--- src/rtl/seq_match_sched.sv ---
// Serial pattern matcher shared round-robin across NCH 1-bit channels.
// Each channel keeps its own history/fill context; the engine processes one
// granted bit per cycle and emits a registered match pulse tagged with the
// channel index. Optional per-channel match counters: define MATCH_CNT_EN.
module seq_match_sched #(
  parameter int unsigned     NCH         = 4,
  parameter int unsigned     PLEN        = 4,
  parameter logic [PLEN-1:0] DEFAULT_PAT = PLEN'(4'b1011),
  parameter logic            DEFAULT_OVL = 1'b1
) (
  input  logic                     clk,
  input  logic                     rst,
  input  logic                     cfg_we,
  input  logic [PLEN-1:0]          cfg_pattern,
  input  logic                     cfg_overlap,
  input  logic [NCH-1:0]           ch_valid,
  input  logic [NCH-1:0]           ch_data,
  output logic [NCH-1:0]           ch_ready,
  output logic                     match_valid,
  output logic [$clog2(NCH)-1:0]   match_ch
`ifdef MATCH_CNT_EN
  ,
  input  logic [$clog2(NCH)-1:0]   cnt_sel,
  output logic [7:0]               cnt_rdata
`endif
);

  localparam int unsigned CW = $clog2(NCH);
  localparam int unsigned FW = $clog2(PLEN + 1);

  logic [PLEN-1:0] pattern;
  logic            overlap;
  logic [CW-1:0]   ptr;
  logic [PLEN-1:0] hist [NCH];
  logic [FW-1:0]   fill [NCH];

  logic [CW-1:0]   cand;
  logic [CW-1:0]   gnt_idx;
  logic            gnt_found;
  logic            xfer;
  logic [CW-1:0]   ptr_next;
  logic [PLEN-1:0] h_new;
  logic [FW-1:0]   f_new;
  logic [FW-1:0]   f_upd;
  logic            hit;

  // Round-robin search starting at ptr, wrapping past NCH-1.
  always_comb begin
    gnt_found = 1'b0;
    gnt_idx   = '0;
    cand      = '0;
    for (int unsigned k = 0; k < NCH; k++) begin
      cand = CW'((32'(ptr) + k) % NCH);
      if (!gnt_found && ch_valid[cand]) begin
        gnt_found = 1'b1;
        gnt_idx   = cand;
      end
    end
  end

  // Grant is suppressed during a config write and while reset is held.
  always_comb begin
    xfer     = gnt_found && !cfg_we;
    ch_ready = (xfer && rst) ? (NCH'(1) << gnt_idx) : '0;
    ptr_next = (gnt_idx == CW'(NCH - 1)) ? '0 : gnt_idx + CW'(1);
  end

  // Context update for the granted channel; non-overlap restarts the fill.
  always_comb begin
    h_new = {hist[gnt_idx][PLEN-2:0], ch_data[gnt_idx]};
    f_new = (fill[gnt_idx] == FW'(PLEN)) ? FW'(PLEN) : fill[gnt_idx] + FW'(1);
    hit   = xfer && (f_new == FW'(PLEN)) && (h_new == pattern);
    if (hit) begin
      f_upd = overlap ? FW'(PLEN) : '0;
    end else begin
      f_upd = f_new;
    end
  end

  // Config, arbitration pointer, channel contexts and match output.
  always_ff @(posedge clk or negedge rst) begin
    if (!rst) begin
      pattern     <= DEFAULT_PAT;
      overlap     <= DEFAULT_OVL;
      ptr         <= '0;
      match_valid <= 1'b0;
      match_ch    <= '0;
      for (int unsigned i = 0; i < NCH; i++) begin
        hist[i] <= '0;
        fill[i] <= '0;
      end
    end else if (cfg_we) begin
      pattern     <= cfg_pattern;
      overlap     <= cfg_overlap;
      match_valid <= 1'b0;
      for (int unsigned i = 0; i < NCH; i++) begin
        hist[i] <= '0;
        fill[i] <= '0;
      end
    end else begin
      match_valid <= hit;
      if (xfer) begin
        hist[gnt_idx] <= h_new;
        fill[gnt_idx] <= f_upd;
        match_ch      <= gnt_idx;
        ptr           <= ptr_next;
      end
    end
  end

`ifdef MATCH_CNT_EN
  logic [7:0] cnt [NCH];

  // Saturating per-channel hit counters, cleared by reset and config writes.
  always_ff @(posedge clk or negedge rst) begin
    if (!rst) begin
      for (int unsigned i = 0; i < NCH; i++) begin
        cnt[i] <= '0;
      end
    end else if (cfg_we) begin
      for (int unsigned i = 0; i < NCH; i++) begin
        cnt[i] <= '0;
      end
    end else if (hit && (cnt[gnt_idx] != 8'hFF)) begin
      cnt[gnt_idx] <= cnt[gnt_idx] + 8'd1;
    end
  end

  // Combinational counter readback.
  always_comb begin
    cnt_rdata = cnt[cnt_sel];
  end
`endif

endmodule

--- config.mk ---
export PLATFORM = sky130hd
export DESIGN_NAME = seq_match_sched
export DESIGN_NICKNAME = d
export VERILOG_FILES = /design/src/rtl/seq_match_sched.sv
export SDC_FILE = /design/constraint.sdc
export NUM_CORES = 1
export LEC_CHECK = 0
export CORE_MARGIN = 2
export CORE_UTILIZATION = 35
export DETAILED_ROUTE_END_ITERATION = 12
export GPL_TIMING_DRIVEN = 0
export PLACE_DENSITY_LB_ADDON = 0.08
export SLEW_MARGIN = 20
export SYNTH_ARGS = -nofsm -noshare
export SYNTH_HDL_FRONTEND = slang
export SYNTH_SLANG_ARGS = --single-unit
--- constraint.sdc ---
create_clock -name clk -period 3.1 [get_ports clk]
set_input_delay 0.31 -clock clk [delete_from_list [all_inputs] [get_ports clk]]
set_output_delay 0.31 -clock clk [all_outputs]
set_load 0.02 [all_outputs]
# Word level (Yosys, flattened, before mapping)
# Cells that the tools add are included.
[classes] n_shift=1 n_mux=40 bitwise_logic=2 n_reduce_logical=14 eq_ne=4 n_addsub=5 n_lt_le_gt_ge=7
[op_table] operator="2-to-1 mux 16 bit" count=2
[op_table] operator="2-to-1 mux 12 bit" count=2
[op_table] operator="2-to-1 mux 3 bit" count=8
[op_table] operator="bitwise mux 16 bit" count=1
[op_table] operator="< comparator 2 x 3 -> 1 bit, second input constant" count=5
[op_table] operator="bitwise mux 12 bit" count=1
[op_table] operator="binary-select mux 1 bit (select 2 bit)" count=5
[op_table] operator="2-to-1 mux 1 bit" count=10
[op_table] operator="2-to-1 mux 2 bit" count=5
[op_table] operator="binary-select mux 4 bit (select 2 bit)" count=1
[op_table] operator="demux 4 bit (select 2 bit)" count=1
[op_table] operator="logical AND 1 bit" count=8
[op_table] operator="2-to-1 mux 4 bit" count=2
[op_table] operator="binary-select mux 3 bit (select 2 bit)" count=1
[op_table] operator="demux 3 bit (select 2 bit)" count=1
[op_table] operator="equality test 3 bit, second input constant" count=2
[op_table] operator="adder 2 x 1 -> 2 bit, second input constant" count=2
[op_table] operator="adder 2 bit, second input constant" count=2
[op_table] operator="equality test 4 bit" count=1
[op_table] operator="logical NOT 1 bit" count=4
[op_table] operator="left shift 1 x 2 -> 4 bit, first input constant" count=1
[op_table] operator="adder 3 x 1 -> 3 bit, second input constant" count=1
[op_table] operator="greater-or-equal comparator 3 bit, second input constant" count=1
[op_table] operator="< comparator 3 x 1 -> 1 bit, second input constant" count=1
[op_table] operator="5 further kinds" count=5
[totals] wordCells=86 input_bits=16 out_inout_bits=7 register_bits=38

# Depth between registers and ports, before layout
[logic_depth] word_depth=25 ltp_mapped=10 mapped_depth_nobuf=9

# Least setup slack after synthesis
# No wires, ideal clock.
[synth_timing] path_kind="input port to flip-flop" from="input port ch_valid[2]" to="register fill[11] (netlist bit)" path_stages=9 n_path_buf=1 arrival_time_ps=2083 setup_ps=132 required_ps=2968 setup_slack_ps=884 path_cell_list="nor2b_1 or3_4 a21oi_4 buf_6 nand3_4 a221oi_2 a22oi_2 a2111oi_4 o41ai_1"
[synth_via] elab_chain_cells=25 word_cells_on_any_way=49 classes_between="1 x add/sub; 2 x order compare; 3 x eq/ne; 31 x mux; 1 x bitwise; 11 x reduce/logical"
[synth_rtl] item="start, declared" line_no="16" rtl="input logic [NCH-1:0] ch_valid,"
[synth_rtl] item="binary-select mux 1 bit (select 2 bit)" line_no="54" rtl="if (!gnt_found && ch_valid[cand]) begin"
[synth_rtl] item="2-to-1 mux 1 bit (not written as such)" line_no="54"
[synth_rtl] item="2-to-1 mux 1 bit" line_no="54"
[synth_rtl] item="logical NOT 1 bit" line_no="54"
[synth_rtl] item="logical AND 1 bit" line_no="54"
[synth_rtl] item="2-to-1 mux 1 bit" line_no="54"
[synth_rtl] item="logical NOT 1 bit" line_no="54"
[synth_rtl] item="logical AND 1 bit" line_no="54"
[synth_rtl] item="[4 not listed]"
[synth_rtl] item="net gnt_idx[0]" line_no="38" rtl="logic [CW-1:0] gnt_idx;"
[synth_rtl] item="[4 not listed]"
[synth_rtl] item="adder 3 x 1 -> 3 bit / equality test 3 bit (equally long branches)" line_no="71" rtl="f_new = (fill[gnt_idx] == FW'(PLEN)) ? FW'(PLEN) : fill[gnt_idx] + FW'(1);"
[synth_rtl] item="2-to-1 mux 3 bit" line_no="71"
[synth_rtl] item="equality test 3 bit" line_no="72" rtl="hit = xfer && (f_new == FW'(PLEN)) && (h_new == pattern);"
[synth_rtl] item="logical AND 1 bit (2 in series)" line_no="72"
[synth_rtl] item="2-to-1 mux 3 bit" line_no="73" rtl="if (hit) begin"
[synth_rtl] item="bitwise mux 12 bit *" line_no="104" rtl="fill[gnt_idx] <= f_upd;"
[synth_rtl] item="2-to-1 mux 12 bit *" line_no="102" rtl="if (xfer) begin"
[synth_rtl] item="2-to-1 mux 12 bit *" line_no="92" rtl="end else if (cfg_we) begin"
[synth_rtl] item="end signal, assigned by index" line_no="104"
[synth_rtl] item="end, declared" line_no="35" rtl="logic [FW-1:0] fill [NCH];"
# The timed path passes the listed nets; every way through them passes the cells marked *. The select of a mux whose other input is x is not followed.
# A chain may end at the register's enable or synchronous reset.

# Worst setup path in the final report
[layout_timing] from="input port ch_valid[1]" to="output port ch_ready[3]"
[layout_via] word_cells_on_any_way=26 classes_between="1 x shift; 17 x mux; 8 x reduce/logical"
[layout_rtl] item="binary-select mux 1 bit (select 2 bit)" line_no="54"
[layout_rtl] item="2-to-1 mux 1 bit (not written as such)" line_no="54"
[layout_rtl] item="2-to-1 mux 1 bit" line_no="54"
[layout_rtl] item="logical NOT 1 bit" line_no="54"
[layout_rtl] item="logical AND 1 bit" line_no="54"
[layout_rtl] item="2-to-1 mux 1 bit" line_no="54"
[layout_rtl] item="logical NOT 1 bit" line_no="54"
[layout_rtl] item="logical AND 1 bit" line_no="54"
[layout_rtl] item="2-to-1 mux 1 bit" line_no="54"
[layout_rtl] item="logical NOT 1 bit" line_no="54"
[layout_rtl] item="logical AND 1 bit" line_no="54"
[layout_rtl] item="2-to-1 mux 2 bit *" line_no="54"
[layout_rtl] item="net gnt_idx[0]" line_no="38"
[layout_rtl] item="left shift 1 x 2 -> 4 bit *" line_no="64" rtl="ch_ready = (xfer && rst) ? (NCH'(1) << gnt_idx) : '0;"
[layout_rtl] item="2-to-1 mux 4 bit *" line_no="64"
[layout_rtl] item="end, declared" line_no="18" rtl="output logic [NCH-1:0] ch_ready,"
# Marks and branches as above.

==> impl_metrics.py <==
metrics = {
    "yosys": {
        "synth_ff_type": "dfrtp_1",
        "ys_seq_area_share_pct": 41.2,
        "synth_edf_count": 0,
        "synthesis.nets": 241,
        "syn_area_mm2": 0.00208,
        "syn_avg_cell_area_um2": 9.39,
        "ys_seq_elements": 34,
        "synth.distinct_cells": 52,
        "synthesis.instances": 221,
        "yosysTopAreaCell": "dfrtp_1",
        "async_reset_ff_share_pct": 100,
        "synth_area_leaders": "dfrtp_1 (36%), nand2_1 (8.0%), dfstp_2 (5.1%), a21oi_1 (4.6%), nand3_1 (3.6%)",
        "yosysWarnings": 0,
        "synth_top_area_share_pct": 36.2,
    },
    "timing": {
        "hold_slack_ps": 464,
        "period_minus_slack_ps": 2880,
        "rsz0062_at_grt": "no",
        "finalClockSkew_ps": 11.2,
        "timing.final.max_slew_violations": 0,
        "postLayoutSetupSlackWorst_ps": 223,
        "setup-tns-final_ps": 0,
        "slew_headroom_pct": 61.3,
        "finalHoldViolCount": 0,
        "setup_viol": 0,
        "max_freq_mhz": 348,
        "period_share_pct": 92.8,
        "tightest_slew_ps": 578,
    },
    "routing": {
        "drc": 0,
        "drt_first_pass_iters": 4,
        "drtIter0Drc": 82,
        "via_per_inst": 5.35,
        "antenna_left": 0,
        "wl_per_cell_um": 17.7,
        "route.vias.total": 1756,
        "drt_wl_total_mm": 5.81,
    },
    "grt": {
        "grt_usage_pct": 19.5,
        "grt_pass1_vias": 1680,
        "grt_pass1_wl_mm": 9.38,
        "antenna_found_initial": 0,
        "grt-ovfl-total": 0,
        "grt_max_degree": 22,
    },
    "finish": {
        "multi_input_area_mm2": 0.00117,
        "fillers": 600,
        "syn_to_final_growth_pct": 22.6,
        "diodes": 0,
        "fin_nets": 272,
        "fin_cells": 328,
        "drive_above_1_share_pct": 18.6,
        "ff_latch_area_um2": 856,
    },
    "die": {
        "fp.dieW_um": 81.0,
        "die_h_um": 81.0,
        "initial_core_util_pct": 35.7,
        "coreArea_mm2": 0.00582,
        "die_area_mm2": 0.00656,
        "io_pins": 23,
        "rows": 28,
    },
    "flow_run": {
        "cap_violations": 0,
    },
    "pwr": {
        "p_leak_nw": 1.05,
        "vdd_ir_drop_max_mv": 0.278,
        "netSwitchingFraction_pct": 45.1,
        "p_int_mw": 1.16,
        "p_per_area_mw_per_mm2": 826,
        "clockPowerShare_pct": 17.0,
        "switchingPower_mw": 0.948,
        "combPwrFrac_pct": 52.1,
        "p_seq_share_pct": 30.8,
    },
    "clock_network": {
        "clock_path_buffers": 2,
        "cts_root_buffer": "clkbuf_8",
        "clock-sinks": 34,
        "clk_latency_ps": 290,
        "cts_tree": "built",
        "numCtsBuffers": 5,
        "clk_pin_slew_worst_paths_ps": 80,
        "cts_max_level": 2,
    },
    "placed_design": {
        "place_congestion": 0.858,
        "dp.cells": 318,
        "pre_cts_ws_ps": -239,
        "hpwl_mm": 4.15,
        "io_buffers": 21,
    },
    "hold_path": {
        "hold_class": "input pin to asynchronous set/reset pin",
    },
    "worst_setup_path": {
        "path_max_fanout": 11,
        "regToRegEndpoint": "fill[8]",
        "critical_path_required_ps": 2790,
        "reg2reg_slack_ps": 510,
        "crit_path_end": "ch_ready[3]",
        "critical_path_class": "input pin to output port",
        "cp.arrival_ps": 2570,
        "critPathLaunchType": "input pin",
        "reg2reg_depth": 9,
        "rr_startpoint": "ptr[0]",
        "crit_start": "ch_valid[1]",
        "end_kind": "output port",
    },
    "run_status": {
        "status": "finished, final reports clean",
    },
}
## cells in the final DEF (no fill, tap or decap), types with 4 or more instances in the layout
cell             Yosys  final
clkbuf_8             0      6
dfrtp_1             30     30
o21ai_0             11     11
nand2_1             44     40
clkdlybuf4s50_1      0     16
dfstp_2              4      4
o31ai_1              4      4
inv_1                5      5
and2_1               5      5
a21oi_1             19     19
ha_1                 4      4
clkbuf_1             6      7
nor2_1               5      5
and3_1               4      4
nand3_1             15     15
o41ai_1              4      4
nand3b_1             8      8
mux2_2               5      5
## logic make-up (layout without fill, tap and decap cells)
family | count (synthesis) | count (layout) | synth area share (%)
adder cells (fa/ha/maj) | 4 | 4 | 2.41
AND/OR/NAND/NOR | 95 | 95 | 23.7
multiplexers | 8 | 8 | 4.16
flip-flops | 34 | 34 | 41.2
AO/OA/AOI/OAI | 59 | 59 | 21.9
XOR/XNOR | 5 | 5 | 2.47
buffers and inverters | 16 | 48 | 4.10
## Yosys cell counts, types with 4 or more instances
cell and count:
dfstp_2 4, ha_1 4, mux2_2 5, o21ai_0 11, dfrtp_1 30, and2_1 5
nand3_1 15, o31ai_1 4, nand2_1 44, o41ai_1 4, clkbuf_1 6, nor2_1 5
a21oi_1 19, and3_1 4, nand3b_1 8, inv_1 5
## how the worst min path moves through the flow
stage              from        to  slack (ps)  depth (start not counted)
4_1_cts             rst  fill[10]         480                          2
6_report            rst  fill[10]         460                          2
3_5_place_dp        rst  fill[10]         260                          1
3_3_place_gp   fill[11]  fill[11]         490                          2
5_1_grt             rst  fill[10]         510                          2
2_1_floorplan       rst   fill[0]          10                          0
## power groups by stage
stage	sequential (mW)	combinational, mW	clock (mW)
global route	0.664	1.20	0.386
detailed placement	0.655	1.07	0
CTS	0.646	1.10	0.363
floorplan	0.648	0.761	0
finish	0.649	1.10	0.358
global placement	0.652	1.06	0
## timing repair
| action | 4_1_cts | 5_1_grt |
|---|---|---|
| hold buffers | 1 | 0 |
| pin swaps | 1 | 0 |
| gates resized for setup | 9 | 4 |
| setup buffers | 1 | 0 |
| endpoints found under the hold margin | 11 | 0 |
| endpoints found under the setup margin | 4 | 2 |
## state kept, by name, indices dropped and copies added (netlist names)
signal	count
hist	12
fill	12
match_ch	2
ptr	2
match_valid	1
pattern	4
overlap	1
## final cells by class
class / instances / share of cell area, %
Sequential cell: 34 / 33.6
Clock buffer: 7 / 3.39
Tap cell: 75 / 3.69
Clock inverter: 1 / 0.197
Multi-Input combinational cell: 171 / 45.8
Timing Repair Buffer: 24 / 9.93
Buffer: 9 / 2.21
Inverter: 7 / 1.13
## worst max-delay path, stage by stage
cell and delay, ps:
clkdlybuf4s50_1 540, nor2b_2 90, or3_4 390, a21oi_4 170, buf_6 190, ha_1 200
nand2_2 190, nor2_1 150, dlygate4sd2_1 340
## through the flow
stage | util [%] | power [mW] | instance area [um2]
final | 43.8 | 2.10 | 2540
after global routing | 43.8 | 2.25 | 2540
after CTS | 43.5 | 2.11 | 2530
after detailed placement | 41.3 | 1.73 | 2400
after global placement | 40.9 | 1.72 | 2380
after floorplan | - | 1.41 | 2080
## per-layer routing
layer  vias up  share of wire, %  GRT usage (%)
li1        857                 -              -
met1       856                48           27.2
met2        34                46           30.7
met3         9               4.6           3.56
met4         0               1.5           5.76
met5         -                 0              0
Note: power is estimated with default switching activity, not from simulation.
